[src/rtl/inert_pkg.sv]
// Shared types and constants for the inertial sensor sequencer.
// State encoding, configuration/read command tables, power-wait widths.
package inert_pkg;

    typedef enum logic [2:0] {
        PWR_WAIT,
        CFG_WR,
        CFG_WAIT,
        IDLE,
        RD_ISSUE,
        RD_WAIT,
        COMMIT
    } state_t;

    localparam logic [15:0] CFG [0:3] = '{
        16'h0D02, 16'h1053, 16'h1150, 16'h1460
    };

    localparam logic [15:0] RD [0:3] = '{
        16'hA200, 16'hA300, 16'hA800, 16'hA900
    };

    localparam int PWR_W      = 16;
    localparam int PWR_W_FAST = 9;

endpackage

[src/rtl/int_synch.sv]
// Two-flop synchronizer for the sensor data-ready line,
// followed by a rising-edge detector on the synced level.
module int_synch (
    input  logic clk,
    input  logic rst_n,
    input  logic INT,
    output logic int_rise
);

    logic s1, s2, s3;

    // Metastability filter plus one delayed copy for edge detect
    always_ff @(posedge clk or negedge rst_n) begin
        if (!rst_n) begin
            s1 <= 1'b0;
            s2 <= 1'b0;
            s3 <= 1'b0;
        end else begin
            s1 <= INT;
            s2 <= s1;
            s3 <= s2;
        end
    end

    assign int_rise = s2 & ~s3;

endmodule

[src/rtl/inert_seq.sv]
// Inertial sensor transaction sequencer: power-up wait, config writes,
// 4-read data fetch per interrupt. Optional macro: INERT_TIMEOUT_EN.
module inert_seq
    import inert_pkg::*;
#(
    parameter int FAST_SIM = 0,
    parameter int TO_W     = 12
) (
    input  logic        clk,
    input  logic        rst_n,
    input  logic        INT,
    input  logic        done,
    input  logic [15:0] rd_data,
    output logic        wrt,
    output logic [15:0] cmd,
    output logic [15:0] ptch,
    output logic [15:0] AZ,
    output logic        vld,
    output logic        init_done,
    output logic        err
);

    state_t           state;
    logic [1:0]       idx;
    logic [PWR_W-1:0] pwr_cnt;
    logic             pwr_done;
    logic             pend;
    logic             int_rise;
    logic [7:0]       ptch_l, ptch_h, az_l, az_h;
    logic             unused_hi;

    assign unused_hi = ^rd_data[15:8];

    assign pwr_done = (FAST_SIM != 0) ? &pwr_cnt[PWR_W_FAST-1:0]
                                      : &pwr_cnt;

    int_synch u_sync (
        .clk      (clk),
        .rst_n    (rst_n),
        .INT      (INT),
        .int_rise (int_rise)
    );

`ifdef INERT_TIMEOUT_EN
    logic [TO_W-1:0] to_cnt;
    logic            err_q;
    logic            to_hit;

    assign to_hit = &to_cnt;
    assign err    = err_q;

    // Done watchdog: restarts with each issue, runs while waiting
    always_ff @(posedge clk or negedge rst_n) begin
        if (!rst_n) begin
            to_cnt <= '0;
        end else if (state == CFG_WR || state == RD_ISSUE) begin
            to_cnt <= '0;
        end else if (state == CFG_WAIT || state == RD_WAIT) begin
            to_cnt <= to_cnt + 1'b1;
        end
    end
`else
    assign err = 1'b0;
`endif

    // Sequencer FSM; wrt/cmd/vld/ptch/AZ are all registered here
    always_ff @(posedge clk or negedge rst_n) begin
        if (!rst_n) begin
            state     <= PWR_WAIT;
            idx       <= 2'd0;
            pwr_cnt   <= '0;
            pend      <= 1'b0;
            wrt       <= 1'b0;
            cmd       <= 16'h0000;
            ptch      <= 16'h0000;
            AZ        <= 16'h0000;
            vld       <= 1'b0;
            init_done <= 1'b0;
            ptch_l    <= 8'h00;
            ptch_h    <= 8'h00;
            az_l      <= 8'h00;
            az_h      <= 8'h00;
`ifdef INERT_TIMEOUT_EN
            err_q     <= 1'b0;
`endif
        end else begin
            wrt  <= 1'b0;
            vld  <= 1'b0;
            pend <= pend | (int_rise & init_done);
            unique case (state)
                PWR_WAIT: begin
                    if (pwr_done) begin
                        state <= CFG_WR;
                        idx   <= 2'd0;
                        wrt   <= 1'b1;
                        cmd   <= CFG[0];
                    end else begin
                        pwr_cnt <= pwr_cnt + 1'b1;
                    end
                end
                CFG_WR: state <= CFG_WAIT;
                CFG_WAIT: begin
                    if (done) begin
                        if (idx == 2'd3) begin
                            init_done <= 1'b1;
                            state     <= IDLE;
                        end else begin
                            idx   <= idx + 2'd1;
                            state <= CFG_WR;
                            wrt   <= 1'b1;
                            cmd   <= CFG[idx + 2'd1];
                        end
                    end
`ifdef INERT_TIMEOUT_EN
                    else if (to_hit) begin
                        err_q <= 1'b1;
                        idx   <= 2'd0;
                        state <= CFG_WR;
                        wrt   <= 1'b1;
                        cmd   <= CFG[0];
                    end
`endif
                end
                IDLE: begin
                    if (pend) begin
                        pend  <= int_rise;
                        idx   <= 2'd0;
                        state <= RD_ISSUE;
                        wrt   <= 1'b1;
                        cmd   <= RD[0];
                    end
                end
                RD_ISSUE: state <= RD_WAIT;
                RD_WAIT: begin
                    if (done) begin
                        unique case (idx)
                            2'd0: ptch_l <= rd_data[7:0];
                            2'd1: ptch_h <= rd_data[7:0];
                            2'd2: az_l   <= rd_data[7:0];
                            2'd3: az_h   <= rd_data[7:0];
                        endcase
                        if (idx == 2'd3) begin
                            state <= COMMIT;
                        end else begin
                            idx   <= idx + 2'd1;
                            state <= RD_ISSUE;
                            wrt   <= 1'b1;
                            cmd   <= RD[idx + 2'd1];
                        end
                    end
`ifdef INERT_TIMEOUT_EN
                    else if (to_hit) begin
                        err_q <= 1'b1;
                        state <= IDLE;
                    end
`endif
                end
                COMMIT: begin
                    ptch  <= {ptch_h, ptch_l};
                    AZ    <= {az_h, az_l};
                    vld   <= 1'b1;
                    state <= IDLE;
                end
                default: state <= PWR_WAIT;
            endcase
        end
    end

endmodule
[config.mk]
export PLATFORM = sky130hd
export DESIGN_NAME = inert_seq
export DESIGN_NICKNAME = d
export VERILOG_FILES = /design/src/rtl/inert_pkg.sv /design/src/rtl/int_synch.sv /design/src/rtl/inert_seq.sv
export SDC_FILE = /design/constraint.sdc
export NUM_CORES = 1
export LEC_CHECK = 0
export BUFFER_PORTS_ARGS = -buffer_cell sky130_fd_sc_hd__buf_2
export CAP_MARGIN = 5
export CORE_MARGIN = 2
export CORE_UTILIZATION = 60
export DETAILED_ROUTE_END_ITERATION = 10
export PLACE_DENSITY = 0.86
export RECOVER_POWER = 100
export SKIP_CTS_REPAIR_TIMING = 1
export SYNTH_ARGS = -nofsm -noshare
export SYNTH_HDL_FRONTEND = slang
export SYNTH_HIERARCHICAL = 1
export SYNTH_SLANG_ARGS = --single-unit
export TNS_END_PERCENT = 1
[constraint.sdc]
create_clock -name clk -period 3.3 [get_ports clk]
set_clock_uncertainty 0.2 [all_clocks]
set_input_delay 0.33 -clock clk [delete_from_list [all_inputs] [get_ports clk]]
set_output_delay 0.33 -clock clk [all_outputs]
set_load 0.05 [all_outputs]
==> results_dict.tcl <==
set metrics [dict create \
    ioPinCount 72 \
    tns_ns 0 \
    diodes 0 \
    cts_tree "yes" \
    pwr-share-seq 0.607 \
    cp.required_ns 3.35 \
    die_area_mm2 0.00789 \
    hold_path.startpoint "rd_data[5]" \
    antenna_found_initial 0 \
    slew_viol_final 0 \
    core_area_mm2 0.00687 \
    via_per_inst 5.34 \
    yosysWarnings 6 \
    worstSetupPathType "reg -> reg" \
    critPathMaxStageDelay_ns 0.66 \
    vias 2890 \
    grt_use_total 0.221 \
    leakagePower_nw 2.46 \
    grt_pass1_vias 2855 \
    ys_seq_area_frac 0.591 \
    drt_iter0_drc 170 \
    crit_path_max_fanout 13 \
    dr.pass1.iters 4 \
    cp-start-kind "flip-flop" \
    cts_sinks 102 \
    finalHoldViolations 0 \
    synth_top_area_share 0.591 \
    run_status "finished, final reports clean" \
    synth_area_leader_cell "dfrtp_1" \
    cts-root-buf "clkbuf_8" \
    regToRegSetupSlack_ns 0.66 \
    fin_nets 466 \
    setup_viol 0 \
    yosysUniqueCellTypes 44 \
    maxCapViolations 0 \
    drive_gt1_frac 0.155 \
    finalWirelength_um 8100 \
    ant_nets 0 \
    timing.rr.start "pwr_cnt[0]" \
    rows 30 \
    power.share.clock 0.364 \
    cpMaxStageDelayCell "or4_1" \
    dp_hpwl_um 5340 \
    worst_slew_pin_slew_ns 1.38 \
    route.detailed.drc 0 \
    final_core_util 0.698 \
    fin_crit_sh 0.800 \
    hp-class "in -> reg" \
    holdPathStages 2 \
    cp_cell_sequence "ha_1, nand3_1, or4_1, o221ai_4, mux2_1" \
    cts_buffers 9 \
    intPower_mw 1.55 \
    port_buffers 58 \
    start_util 0.629 \
    clkLatencyLatePin_ns 0.37 \
    wl_per_cell_um 15.0 \
    synth_area_per_cell_um2 11.3 \
    comb_power_share 0.029 \
    max_freq_mhz 379 \
    slew_headroom 0.0798 \
    cts.clk_slew.worst_paths_ns 0.11 \
    p_sw_uw 510 \
    synth_area_mm2 0.00432 \
    period_minus_slack_ns 2.64 \
    reg2reg_to "cmd[10]" \
    irDropWorstVdd_v 0.000257 \
    gp_congestion 0.768 \
    clockBufferDepth 2 \
    min_to "ptch_l[5]" \
    grt_setup_unrepaired "false" \
    synthCells 382 \
    grt-ovfl-total 0 \
    reg2reg_depth 5 \
    async_flop_share 1.00 \
    die_h_um 88.8 \
    htree_levels 3 \
    syn2layout_area_growth_pct 11.0 \
    ys_top_cells_by_count "107 x nand2_1, 102 x dfrtp_1, 35 x mux2_2" \
    cp_data_arrival_time_ns 2.69 \
    powerDensity_mw_per_mm2 431 \
    synth-edff-count 0 \
    synth_top_cells_by_area "dfrtp_1 59%, nand2_1 9.3%, mux2_2 9.1%" \
    grt_start_max_net_pins 58 \
    switching_share 0.247 \
    synth.most_common_cell "nand2_1" \
    fp.dieW_um 88.8 \
    end_kind "flip-flop" \
    grt_pass1_wl_um 13400 \
    ys.flop_type "dfrtp_1" \
    yosys_register_bits 102 \
]
[worst max path at each step]
| stage | start | to | slack [ns] | cells after the start |
|---|---|---|---|---|
| 6_report | pwr_cnt[0] | cmd[10] | 0.66 | 5 |
| 4_1_cts | pwr_cnt[0] | idx[1] | 0.78 | 5 |
| 5_1_grt | state[0] | ptch[14] | 0.42 | 5 |
| 3_5_place_dp | pwr_cnt[0] | idx[1] | 0.82 | 5 |
| 2_1_floorplan | state[1] | pwr_cnt[10] | 1.18 | 5 |
| 3_3_place_gp | pwr_cnt[0] | cmd[1] | 0.90 | 5 |
[placed cells by master, fill, tap and decap left out, types with 3 or more instances in the layout]
| cell | count |
|---|---|
| inv_1 | 12 |
| buf_2 | 10 |
| nor2b_1 | 3 |
| nor2_1 | 6 |
| clkbuf_8 | 9 |
| dfrtp_1 | 102 |
| mux2_2 | 35 |
| mux2i_1 | 5 |
| inv_6 | 3 |
| mux2_1 | 5 |
| o21ai_0 | 11 |
| nand4_1 | 8 |
| clkbuf_1 | 47 |
| conb_1 | 5 |
| xnor2_1 | 11 |
| nand2b_1 | 4 |
| nand2_1 | 107 |
| a21oi_1 | 3 |
| nand3_1 | 7 |
| ha_1 | 6 |
| and3_1 | 6 |
[stage by stage]
stage               hold WS [ns]  cells  power, mW  setup slack (ns)  instance area (um^2)
CTS                       -0.175    539       2.08             0.782                  4860
floorplan                 -0.166    386       1.30              1.18                  4330
global route              0.0436    541       2.13             0.420                  4790
global placement           0.137    523       1.34             0.897                  4670
finish                    0.0347    541       2.06             0.659                  4790
detailed placement         0.142    523       1.34             0.820                  4670
[area by class of cell]
type | count | area, um^2
sequential | 102 | 2550
fill | 533 | 2070
multi-input combinational | 252 | 1610
timing repair buffer | 63 | 284
clock buffer | 9 | 124
tap | 96 | 120
clock inverter | 7 | 62.6
inverter | 12 | 45.0
[state kept, by name, summed over array words and instances, names as in the netlist]
register	count
ptch_h	8
pend	1
u_sync/s3	1
ptch	16
idx	2
u_sync/s2	1
az_l	8
pwr_cnt	16
cmd	10
ptch_l	8
init_done	1
az_h	8
AZ	16
u_sync/s1	1
wrt	1
vld	1
state	3
[cells by family (layout without fill, tap and decap cells)]
kind of cell,after synthesis,in the layout,synth area share
simple gates,159,159,0.171
buf+inv,32,91,0.0365
other cells,1,5,0.000868
compound gates,25,25,0.0408
xor+xnor,12,12,0.0243
flops,102,102,0.591
fa+ha+maj,6,6,0.0174
mux,45,45,0.118
[power groups by stage]
stage / registers (mW) / logic, mW / clock network [mW]
global placement: 1.28 / 0.0587 / 0
detailed placement: 1.28 / 0.0594 / 0
floorplan: 1.28 / 0.0241 / 0
CTS: 1.25 / 0.0598 / 0.762
global route: 1.25 / 0.0676 / 0.809
finish: 1.25 / 0.0597 / 0.751
[layer usage]
layer	up-vias	track usage	routed length [um]
li1	1379	-	-
met1	1440	0.286	3590
met2	62	0.381	4070
met3	9	0.0336	313
met4	0	0.0785	122
met5	-	0	0
[worst max-delay path, delay by kind of cell (launching register included)]
family	cells	cell delay, ns
fa+ha+maj	1	0.23
mux	1	0.38
flops	1	0.40
simple gates	2	0.80
compound gates	1	0.51
No activity file was read; power rests on OpenSTA's default activity.
